File: config.mk
export PLATFORM = sky130hd
export DESIGN_NAME = risc_v_mike_lsu
export DESIGN_NICKNAME = d
export VERILOG_FILES = /design/src/rtl/risc_v_mike_lsu.sv
export SDC_FILE = /design/constraint.sdc
export NUM_CORES = 1
export LEC_CHECK = 0
export CORE_UTILIZATION = 42
export CTS_CLUSTER_DIAMETER = 200
export CTS_CLUSTER_SIZE = 40
export DETAILED_ROUTE_END_ITERATION = 8
export PLACE_DENSITY_LB_ADDON = 0.25
export SYNTH_ARGS = -nofsm -noshare
export SYNTH_HDL_FRONTEND = slang
export SYNTH_SLANG_ARGS = --single-unit
export TNS_END_PERCENT = 20
File: constraint.sdc
create_clock -name clk -period 2.2 [get_ports clk]
set_clock_uncertainty 0.15 [all_clocks]
set_input_delay 0.33 -clock clk [delete_from_list [all_inputs] [get_ports clk]]
set_output_delay 0.33 -clock clk [all_outputs]
set_load 0.1 [all_outputs]
File: src/rtl/risc_v_mike_lsu.sv
// Load/store unit: byte-addressed requests to word memory, RMW for sub-word stores.
// Optional macro RISC_V_MIKE_LSU_MISALIGN_TRAP_EN turns misaligned H/W accesses into errors.
module risc_v_mike_lsu #(
  parameter int unsigned DATA_MEM_DEPTH = 16,
  parameter int unsigned MEM_ADDR_W     = $clog2(DATA_MEM_DEPTH)
) (
  input  logic                  clk,
  input  logic                  rst,
  input  logic                  req_valid,
  output logic                  req_ready,
  input  logic                  req_we,
  input  logic [2:0]            req_funct3,
  input  logic [31:0]           req_addr,
  input  logic [31:0]           req_wdata,
  output logic                  rsp_valid,
  input  logic                  rsp_ready,
  output logic [31:0]           rsp_rdata,
  output logic                  rsp_err,
  output logic [MEM_ADDR_W-1:0] mem_addr,
  output logic                  mem_write,
  output logic [31:0]           mem_wr_data,
  input  logic [31:0]           mem_rd_data
);

  localparam logic [2:0] S_IDLE      = 3'd0;
  localparam logic [2:0] S_LOAD      = 3'd1;
  localparam logic [2:0] S_STORE     = 3'd2;
  localparam logic [2:0] S_RMW_READ  = 3'd3;
  localparam logic [2:0] S_RMW_WRITE = 3'd4;
  localparam logic [2:0] S_RESP      = 3'd5;

  localparam logic [29:0] DEPTH_L = 30'(DATA_MEM_DEPTH);

  logic [2:0]            state_q,     state_d;
  logic                  req_ready_q, req_ready_d;
  logic                  rsp_valid_q, rsp_valid_d;
  logic                  rsp_err_q,   rsp_err_d;
  logic [31:0]           rsp_rdata_q, rsp_rdata_d;
  logic [MEM_ADDR_W-1:0] mem_addr_q,  mem_addr_d;
  logic                  mem_write_q, mem_write_d;
  logic [31:0]           merge_q,     merge_d;
  logic [2:0]            funct3_q,    funct3_d;
  logic [1:0]            addr_lo_q,   addr_lo_d;
  logic [15:0]           wdata_q,     wdata_d;

  logic        illegal_c;
  logic        range_err_c;
  logic        misalign_c;
  logic        req_err_c;
  logic [7:0]  ld_byte_c;
  logic [15:0] ld_half_c;
  logic [31:0] ld_data_c;
  logic [31:0] merged_c;

  // Request validation, evaluated on the raw request in IDLE
  assign illegal_c   = (req_funct3 == 3'b011) || (req_funct3 == 3'b110) ||
                       (req_funct3 == 3'b111) || (req_we && req_funct3[2]);
  assign range_err_c = (req_addr[31:2] >= DEPTH_L);
`ifdef RISC_V_MIKE_LSU_MISALIGN_TRAP_EN
  assign misalign_c  = ((req_funct3[1:0] == 2'b01) && req_addr[0]) ||
                       ((req_funct3 == 3'b010) && (req_addr[1:0] != 2'b00));
`else
  assign misalign_c  = 1'b0;
`endif
  assign req_err_c   = illegal_c || range_err_c || misalign_c;

  // Lane extraction for loads and lane insertion for sub-word stores
  always_comb begin
    ld_byte_c = mem_rd_data[{addr_lo_q, 3'b000} +: 8];
    ld_half_c = mem_rd_data[{addr_lo_q[1], 4'b0000} +: 16];
    case (funct3_q)
      3'b000:  ld_data_c = {{24{ld_byte_c[7]}}, ld_byte_c};
      3'b100:  ld_data_c = {24'h0, ld_byte_c};
      3'b001:  ld_data_c = {{16{ld_half_c[15]}}, ld_half_c};
      3'b101:  ld_data_c = {16'h0, ld_half_c};
      default: ld_data_c = mem_rd_data;
    endcase
    merged_c = mem_rd_data;
    if (funct3_q[0]) begin
      merged_c[{addr_lo_q[1], 4'b0000} +: 16] = wdata_q;
    end else begin
      merged_c[{addr_lo_q, 3'b000} +: 8] = wdata_q[7:0];
    end
  end

  // Next-state and registered-output logic
  always_comb begin
    state_d     = state_q;
    req_ready_d = req_ready_q;
    rsp_valid_d = rsp_valid_q;
    rsp_err_d   = rsp_err_q;
    rsp_rdata_d = rsp_rdata_q;
    mem_addr_d  = mem_addr_q;
    mem_write_d = 1'b0;
    merge_d     = merge_q;
    funct3_d    = funct3_q;
    addr_lo_d   = addr_lo_q;
    wdata_d     = wdata_q;
    case (state_q)
      S_IDLE: begin
        req_ready_d = 1'b1;
        if (req_valid && req_ready_q) begin
          req_ready_d = 1'b0;
          funct3_d    = req_funct3;
          addr_lo_d   = req_addr[1:0];
          wdata_d     = req_wdata[15:0];
          mem_addr_d  = req_addr[2 +: MEM_ADDR_W];
          rsp_rdata_d = 32'h0;
          rsp_err_d   = 1'b0;
          if (req_err_c) begin
            state_d     = S_RESP;
            rsp_valid_d = 1'b1;
            rsp_err_d   = 1'b1;
          end else if (!req_we) begin
            state_d = S_LOAD;
          end else if (req_funct3[1]) begin
            state_d     = S_STORE;
            mem_write_d = 1'b1;
            merge_d     = req_wdata;
          end else begin
            state_d = S_RMW_READ;
          end
        end
      end
      S_LOAD: begin
        rsp_rdata_d = ld_data_c;
        rsp_valid_d = 1'b1;
        state_d     = S_RESP;
      end
      S_STORE: begin
        rsp_valid_d = 1'b1;
        state_d     = S_RESP;
      end
      S_RMW_READ: begin
        merge_d     = merged_c;
        mem_write_d = 1'b1;
        state_d     = S_RMW_WRITE;
      end
      S_RMW_WRITE: begin
        rsp_valid_d = 1'b1;
        state_d     = S_RESP;
      end
      S_RESP: begin
        if (rsp_ready) begin
          rsp_valid_d = 1'b0;
          req_ready_d = 1'b1;
          state_d     = S_IDLE;
        end
      end
      default: begin
        rsp_valid_d = 1'b0;
        req_ready_d = 1'b0;
        state_d     = S_IDLE;
      end
    endcase
  end

  always_ff @(posedge clk) begin
    if (!rst) begin
      state_q     <= S_IDLE;
      req_ready_q <= 1'b0;
      rsp_valid_q <= 1'b0;
      rsp_err_q   <= 1'b0;
      rsp_rdata_q <= 32'h0;
      mem_addr_q  <= '0;
      mem_write_q <= 1'b0;
      merge_q     <= 32'h0;
      funct3_q    <= 3'b000;
      addr_lo_q   <= 2'b00;
      wdata_q     <= 16'h0;
    end else begin
      state_q     <= state_d;
      req_ready_q <= req_ready_d;
      rsp_valid_q <= rsp_valid_d;
      rsp_err_q   <= rsp_err_d;
      rsp_rdata_q <= rsp_rdata_d;
      mem_addr_q  <= mem_addr_d;
      mem_write_q <= mem_write_d;
      merge_q     <= merge_d;
      funct3_q    <= funct3_d;
      addr_lo_q   <= addr_lo_d;
      wdata_q     <= wdata_d;
    end
  end

  // Write strobe is masked by reset so a dropped operation never reaches memory
  assign mem_write   = mem_write_q & rst;
  assign req_ready   = req_ready_q;
  assign rsp_valid   = rsp_valid_q;
  assign rsp_err     = rsp_err_q;
  assign rsp_rdata   = rsp_rdata_q;
  assign mem_addr    = mem_addr_q;
  assign mem_wr_data = merge_q;

endmodule

Word level (Yosys, flattened, before mapping)
Index checks and enable logic that the tools add are counted.
{"block": "word_totals", "register_bits": 96, "in_bits": 104, "output_inout_bits": 72, "elab_cells": 88}
{"block": "op_classes", "n_addsub": 2, "magnitude_cmp": 1, "n_eq_ne": 17, "shifts": 6, "muxes": 30, "n_bitwise": 3, "reduce_logical": 18}
{"cell": "2-to-1 mux 32 bit", "n": 6}
{"cell": "case mux 32 bit (2 select lines)", "n": 2}
{"cell": "case mux 32 bit (4 select lines)", "n": 1}
{"cell": "bitwise mux 32 bit", "n": 2}
{"cell": "variable shift 16 x 7 -> 32 bit, first input constant", "n": 1}
{"cell": "variable shift 8 x 7 -> 32 bit, first input constant", "n": 1}
{"cell": "variable part select 16 x 7 -> 32 bit", "n": 1}
{"cell": "variable part select 32 x 6 -> 16 bit", "n": 1}
{"cell": "variable part select 32 x 6 -> 8 bit", "n": 1}
{"cell": "variable part select 8 x 7 -> 32 bit", "n": 1}
{"cell": "greater-or-equal comparator 30 x 5 -> 1 bit, second input constant", "n": 1}
{"cell": "equality test 3 bit, second input constant", "n": 6}
{"cell": "negator 5 -> 7 bit", "n": 2}
{"cell": "!= test 2 bit, second input constant", "n": 6}
{"cell": "case mux 3 bit (4 select lines)", "n": 1}
{"cell": "2-to-1 mux 1 bit", "n": 11}
{"cell": "equality test 3 x 2 -> 1 bit, second input constant", "n": 3}
{"cell": "2-to-1 mux 3 bit", "n": 3}
{"cell": "AND reduction 2 bit", "n": 4}
{"cell": "equality test 3 x 1 -> 1 bit, second input constant", "n": 2}
{"cell": "logical NOT 3 bit", "n": 2}
{"cell": "AND reduction 5 bit", "n": 1}
{"cell": "logical OR 1 bit", "n": 4}
{"cell": "case mux 1 bit (4 select lines)", "n": 1}
{"cell": "other kinds (10)", "n": 13}

Depth between registers and ports, before layout
{"block": "depth", "ltp_word": 8, "mapped_depth": 9}

Worst setup path after synthesis
OpenSTA, ideal clock, no wires.
{"block": "synth_path", "path_type": "reg2reg", "startpoint": "register req_ready_q (netlist: req_ready)", "endpoint": "register rsp_rdata_q[29] (netlist: rsp_rdata[29])", "t_arrival_ns": 2.207, "required_ns": 1.928, "setup_slack_ns": -0.279, "path_stages_with_launch": 7, "n_path_buf": 2, "period_less_slack_ns": 2.479, "path_cell_list": "dfxtp_1 > and2_2 > o21ai_1 > and2_0 > clkbuf_1 > buf_2 > a221o_1"}
{"block": "synth_between", "elab_chain_len": 3}
{"item": "start, declared", "line": "35", "rtl": "logic req_ready_q, req_ready_d;"}
{"item": "start signal, assigned", "line": "173", "rtl": "req_ready_q <= req_ready_d;"}
{"item": "logical AND 1 bit", "line": "102", "rtl": "if (req_valid && req_ready_q) begin"}
{"item": "!= test 2 bit (no line)"}
{"item": "AND reduction 2 bit (no line)"}
{"item": "end signal, assigned", "line": "176", "rtl": "rsp_rdata_q <= rsp_rdata_d;"}
{"item": "end, declared", "line": "38", "rtl": "logic [31:0] rsp_rdata_q, rsp_rdata_d;"}
No other way between the ends.
A chain may end at the register's enable or synchronous reset.

Final worst setup path
{"block": "layout_path", "startpoint": "register addr_lo_q[1]", "endpoint": "register merge_q[17] (netlist: mem_wr_data[17])"}
{"block": "layout_between", "elab_chain_len": 5, "elab_cells_between_ends": 10}
{"item": "start, declared", "line": "43", "rtl": "logic [1:0] addr_lo_q, addr_lo_d;"}
{"item": "start signal, assigned", "line": "181", "rtl": "addr_lo_q <= addr_lo_d;"}
{"item": "negator 5 -> 7 bit, on equally long branches", "line": "80, 82"}
{"item": "variable part select 16 x 7 -> 32 bit (tied with other cells)", "line": "80", "rtl": "merged_c[{addr_lo_q[1], 4'b0000} +: 16] = wdata_q;"}
{"item": "bitwise mux 32 bit, on equally long branches", "line": "80, 82"}
{"item": "2-to-1 mux 32 bit (*)", "line": "79", "rtl": "if (funct3_q[0]) begin"}
{"item": "case mux 32 bit (2 select lines) (*)", "line": "99", "rtl": "case (state_q)"}
{"item": "end signal, assigned", "line": "179", "rtl": "merge_q <= merge_d;"}
{"item": "end, declared", "line": "41", "rtl": "logic [31:0] merge_q, merge_d;"}
Mark *: on every way between the ends. The rest lies on a longest branch, timed or not.

==> metrics.md <==
| Metric | Value |
|---|---|
| Post-synthesis cell type with the largest combined area | `dfxtp_1` |
| Total buffers and inverters traversed by the critical path | `1` |
| Fraction of synthesis flops using an asynchronous set or reset pin | `0` |
| Buffers from clock root to sink, at most | `2` |
| Reported net switching power | `approximately 1.8 mW` |
| Main flop type after synthesis | `dfxtp_1` |
| Critical path required time | `2.27 ns` |
| Final instance area | `approximately 0.0073 sq mm` |
| Later-pin clock latency in the skew report | `about 0.34 ns` |
| Post-DP Area | `0.00702 sq mm` |
| Avg Inst Size Synth | `8.97 sq um` |
| Arrival time at the worst endpoint | `about 2.2 ns` |
| Worst path max stage delay | `0.41 ns` |
| Final hold violations | `0` |
| Critical path endpoint category | `flop` |
| Wire length of the first global-routing pass | `25,700 um` |
| Routed len/inst | `approximately 18 um` |
| Area added between synthesis and finish | `40.3%` |
| Count of warnings emitted by yosys | `0` |
| Final weighted congestion in routability-driven placement | `just over 0.8` |
| Worst hold slack | `0.311 ns` |
| Slew headroom | `0.554` |
| Final critical-path share of the clock period | `0.978` |
| Initial Util | `0.432` |
| CP max FO | `8` |
| Total number of placement rows | `40` |
| Clock sink total | `96` |
| Nets in the synthesized netlist | `between 600 and 700` |
| Via count of the first global-routing pass | `4,917` |
| Clock Pin Slew Worst Setup and Hold Paths | `roughly 0.07 ns` |
| Period minus WS final | `approximately 2.2 ns` |
| Post-synthesis cell area | `0.00521 sq mm` |
| Drt via density | `roughly 5.7` |
| Floorplan core area | `0.0121 sq mm` |
| Via count | `5,239` |
| Outcome | `finished, final reports clean` |
| Flip-flop and latch count after synthesis | `between 90 and 100` |
| Final non-filler cell total | `920` |
| Placed cell count | `904` |
| Worst slack at placement | `-0.484 ns` |
| Share of Yosys cell area claimed by the top area cell type | `0.369` |
| Antenna violations before repair | `0` |
| Number of buffers inserted by post-CTS setup repair | `0` |
| Hpwl dp | `about 12,000 um` |
| Leakage power figure | `around 3.0 nW` |
| Fraction of layout instances using a drive strength above 1 | `0.186` |
| Hold bufs inserted after CTS | `0` |
| Kind of start point of the critical path | `flop` |
| End-of-flow core utilization | `0.606` |
| CTS tree | `done` |
| Buffers on Ports | `175` |
| Switching share of power | `0.360` |
| Final nets | `between 800 and 900` |
| Number of DRC violations after detailed routing | `0` |
| # H-tree levels | `3` |
| Worst VDD drop | `0.392 mV` |
| Slew Viols, Final | `0` |
| Number of detailed-route iterations in the first pass | `5` |
| Number of enable flip-flop cells after synthesis | `0` |
| Sequential fraction of the synthesis area | `0.369` |
| Die height | `~110 um` |
| I/O pin cnt | `approximately 180` |
| Start-to-end type of the worst setup path | `flop to flop` |
| Total design power | `a little under 5 mW` |
| Most frequent cell after synthesis | `nand2_1` |
| Remaining antenna violation count after routing | `0` |
| Slew at the pin closest to its max-slew limit | `roughly 0.65 ns` |
| Sequential fraction of design power | `0.394` |
| Maximum number of pins on one net before global-route repair | `106` |
| Routed wire length | `~17,000 um` |
| Syn Inst Count | `about 580` |
| ANT cells | `0` |
| Clock share of power | `0.291` |
| Hold crit path type | `flop to flop` |
| Final setup violation count | `0` |
| Cell family with the largest share of critical-path delay | `compound AO/OA/AOI/OAI gates` |
| Master cell of the clock root buffer | `clkbuf_16` |
| Accumulated negative setup slack | `0 ns` |
| GR Overflow Total | `0` |
| FMAX | `465 MHz` |
| Ranking of synthesized cells by instance count | `nand2_1, dfxtp_1, mux2i_1` |
| Total of max-cap violations | `0` |
| Cell types occupying the most area after synthesis | `dfxtp_1, mux2i_1, nand2_1` |
| Chip Width | `113 um` |
| CP max-delay cell | `a221o_1` |
| Comb power frac | `0.315` |
| Number of buffers created by CTS | `9` |
| Yosys cell types | `51` |
| Overall global routing resource usage | `0.255` |
| Cell-internal power | `between 3 and 4 mW` |
| Cell breakdown of the critical path | `inv_1, ha_1, nor4b_1, a22o_2, a221o_1, o211ai_1, mux2i_1` |
| Die ar. | `0.0129 sq mm` |
| Unrepaired setup endpoints after global routing | `true` |
| Setup slack after layout | `~0.048 ns` |
| DRT iter0 DRCs | `about 350` |
| Fill cell instance count of the final layout | `between 1,000 and 1,500` |
| Power per unit of standard cell area | `approximately 670 mW/mm^2` |
-- layer usage --
| metal | GRT usage | wire, um | share of wire |
|---|---|---|---|
| met5 | 0 | 0 | 0 |
| met4 | 0.118 | 577 | 0.035 |
| met1 | 0.350 | 7290 | 0.44 |
| met3 | 0.0324 | 971 | 0.059 |
| met2 | 0.402 | 7680 | 0.47 |
-- state kept, by name (all words and copies together), names as in the netlist --
signal and flops:
mem_wr_data 32, addr_lo_q 2, state_q 3, funct3_q 3
mem_write_q 1, rsp_err 1, mem_addr 4, rsp_rdata 32
rsp_valid 1, wdata_q 16, req_ready 1
-- area by class of cell --
class	instances	area (sq um)	share of cell area
Timing Repair Buffer	207	1890	0.258
Inverter	6	22.5	0.00308
Clock buffer	11	233	0.0318
Tap cell	168	210	0.0288
Multi-Input combinational cell	427	3000	0.410
Clock inverter	5	33.8	0.00462
Sequential cell	96	1920	0.263
-- worst register-to-register path: stages, from the launching register on --
cell and delay, ns:
dfxtp_1 0.33, inv_1 0.10, ha_1 0.33, nor4b_1 0.16, a22o_2 0.30, a221o_1 0.41, o211ai_1 0.14, mux2i_1 0.10
-- cell families after synthesis --
logic type               Yosys count  share of synthesized area
AND/OR/NAND/NOR                  193                      0.168
AO/OA/AOI/OAI                    169                      0.270
flip-flops                        96                      0.369
multiplexers                      60                      0.122
buffers and inverters             58                     0.0593
adder cells (fa/ha/maj)            5                     0.0120
-- path summary, 6_finish.rpt --
| check | endpoint | startpoint | depth (start not counted) | slack, ns |
|---|---|---|---|---|
| hold / removal | mem_wr_data[28] | mem_wr_data[28] | 2 | 0.31 |
| setup reg to reg | mem_wr_data[17] | addr_lo_q[1] | 7 | 0.05 |
| setup / recovery | mem_wr_data[17] | addr_lo_q[1] | 7 | 0.05 |
| hold reg to reg | mem_wr_data[28] | mem_wr_data[28] | 2 | 0.31 |
-- cells in the final DEF (no fill, tap or decap), types with 8 or more instances in the layout --
master and instances:
mux2i_1 50, nand2_1 130, dfxtp_1 95, clkbuf_16 9, a22o_1 16, buf_4 98
nand2b_1 17, clkdlybuf4s50_1 100, o211ai_1 16, a21boi_0 32, a221o_1 48, mux2_2 8
a32o_1 8, nor2_1 9, a21oi_1 23
-- power groups by stage --
stage	logic, mW	clock network [mW]	registers (mW)
detailed placement	1.54	0	1.97
finish	1.55	1.43	1.94
global route	1.63	1.53	1.95
floorplan	0.478	0	2.51
CTS	1.54	1.45	1.94
global placement	1.51	0	1.97
-- repair_timing --
action / 4_1_cts / 5_1_grt
pin swaps: 0 / 1
gates resized for setup: 3 / 5
setup endpoints to repair: 33 / 48
(Power assumes the default switching activity.)
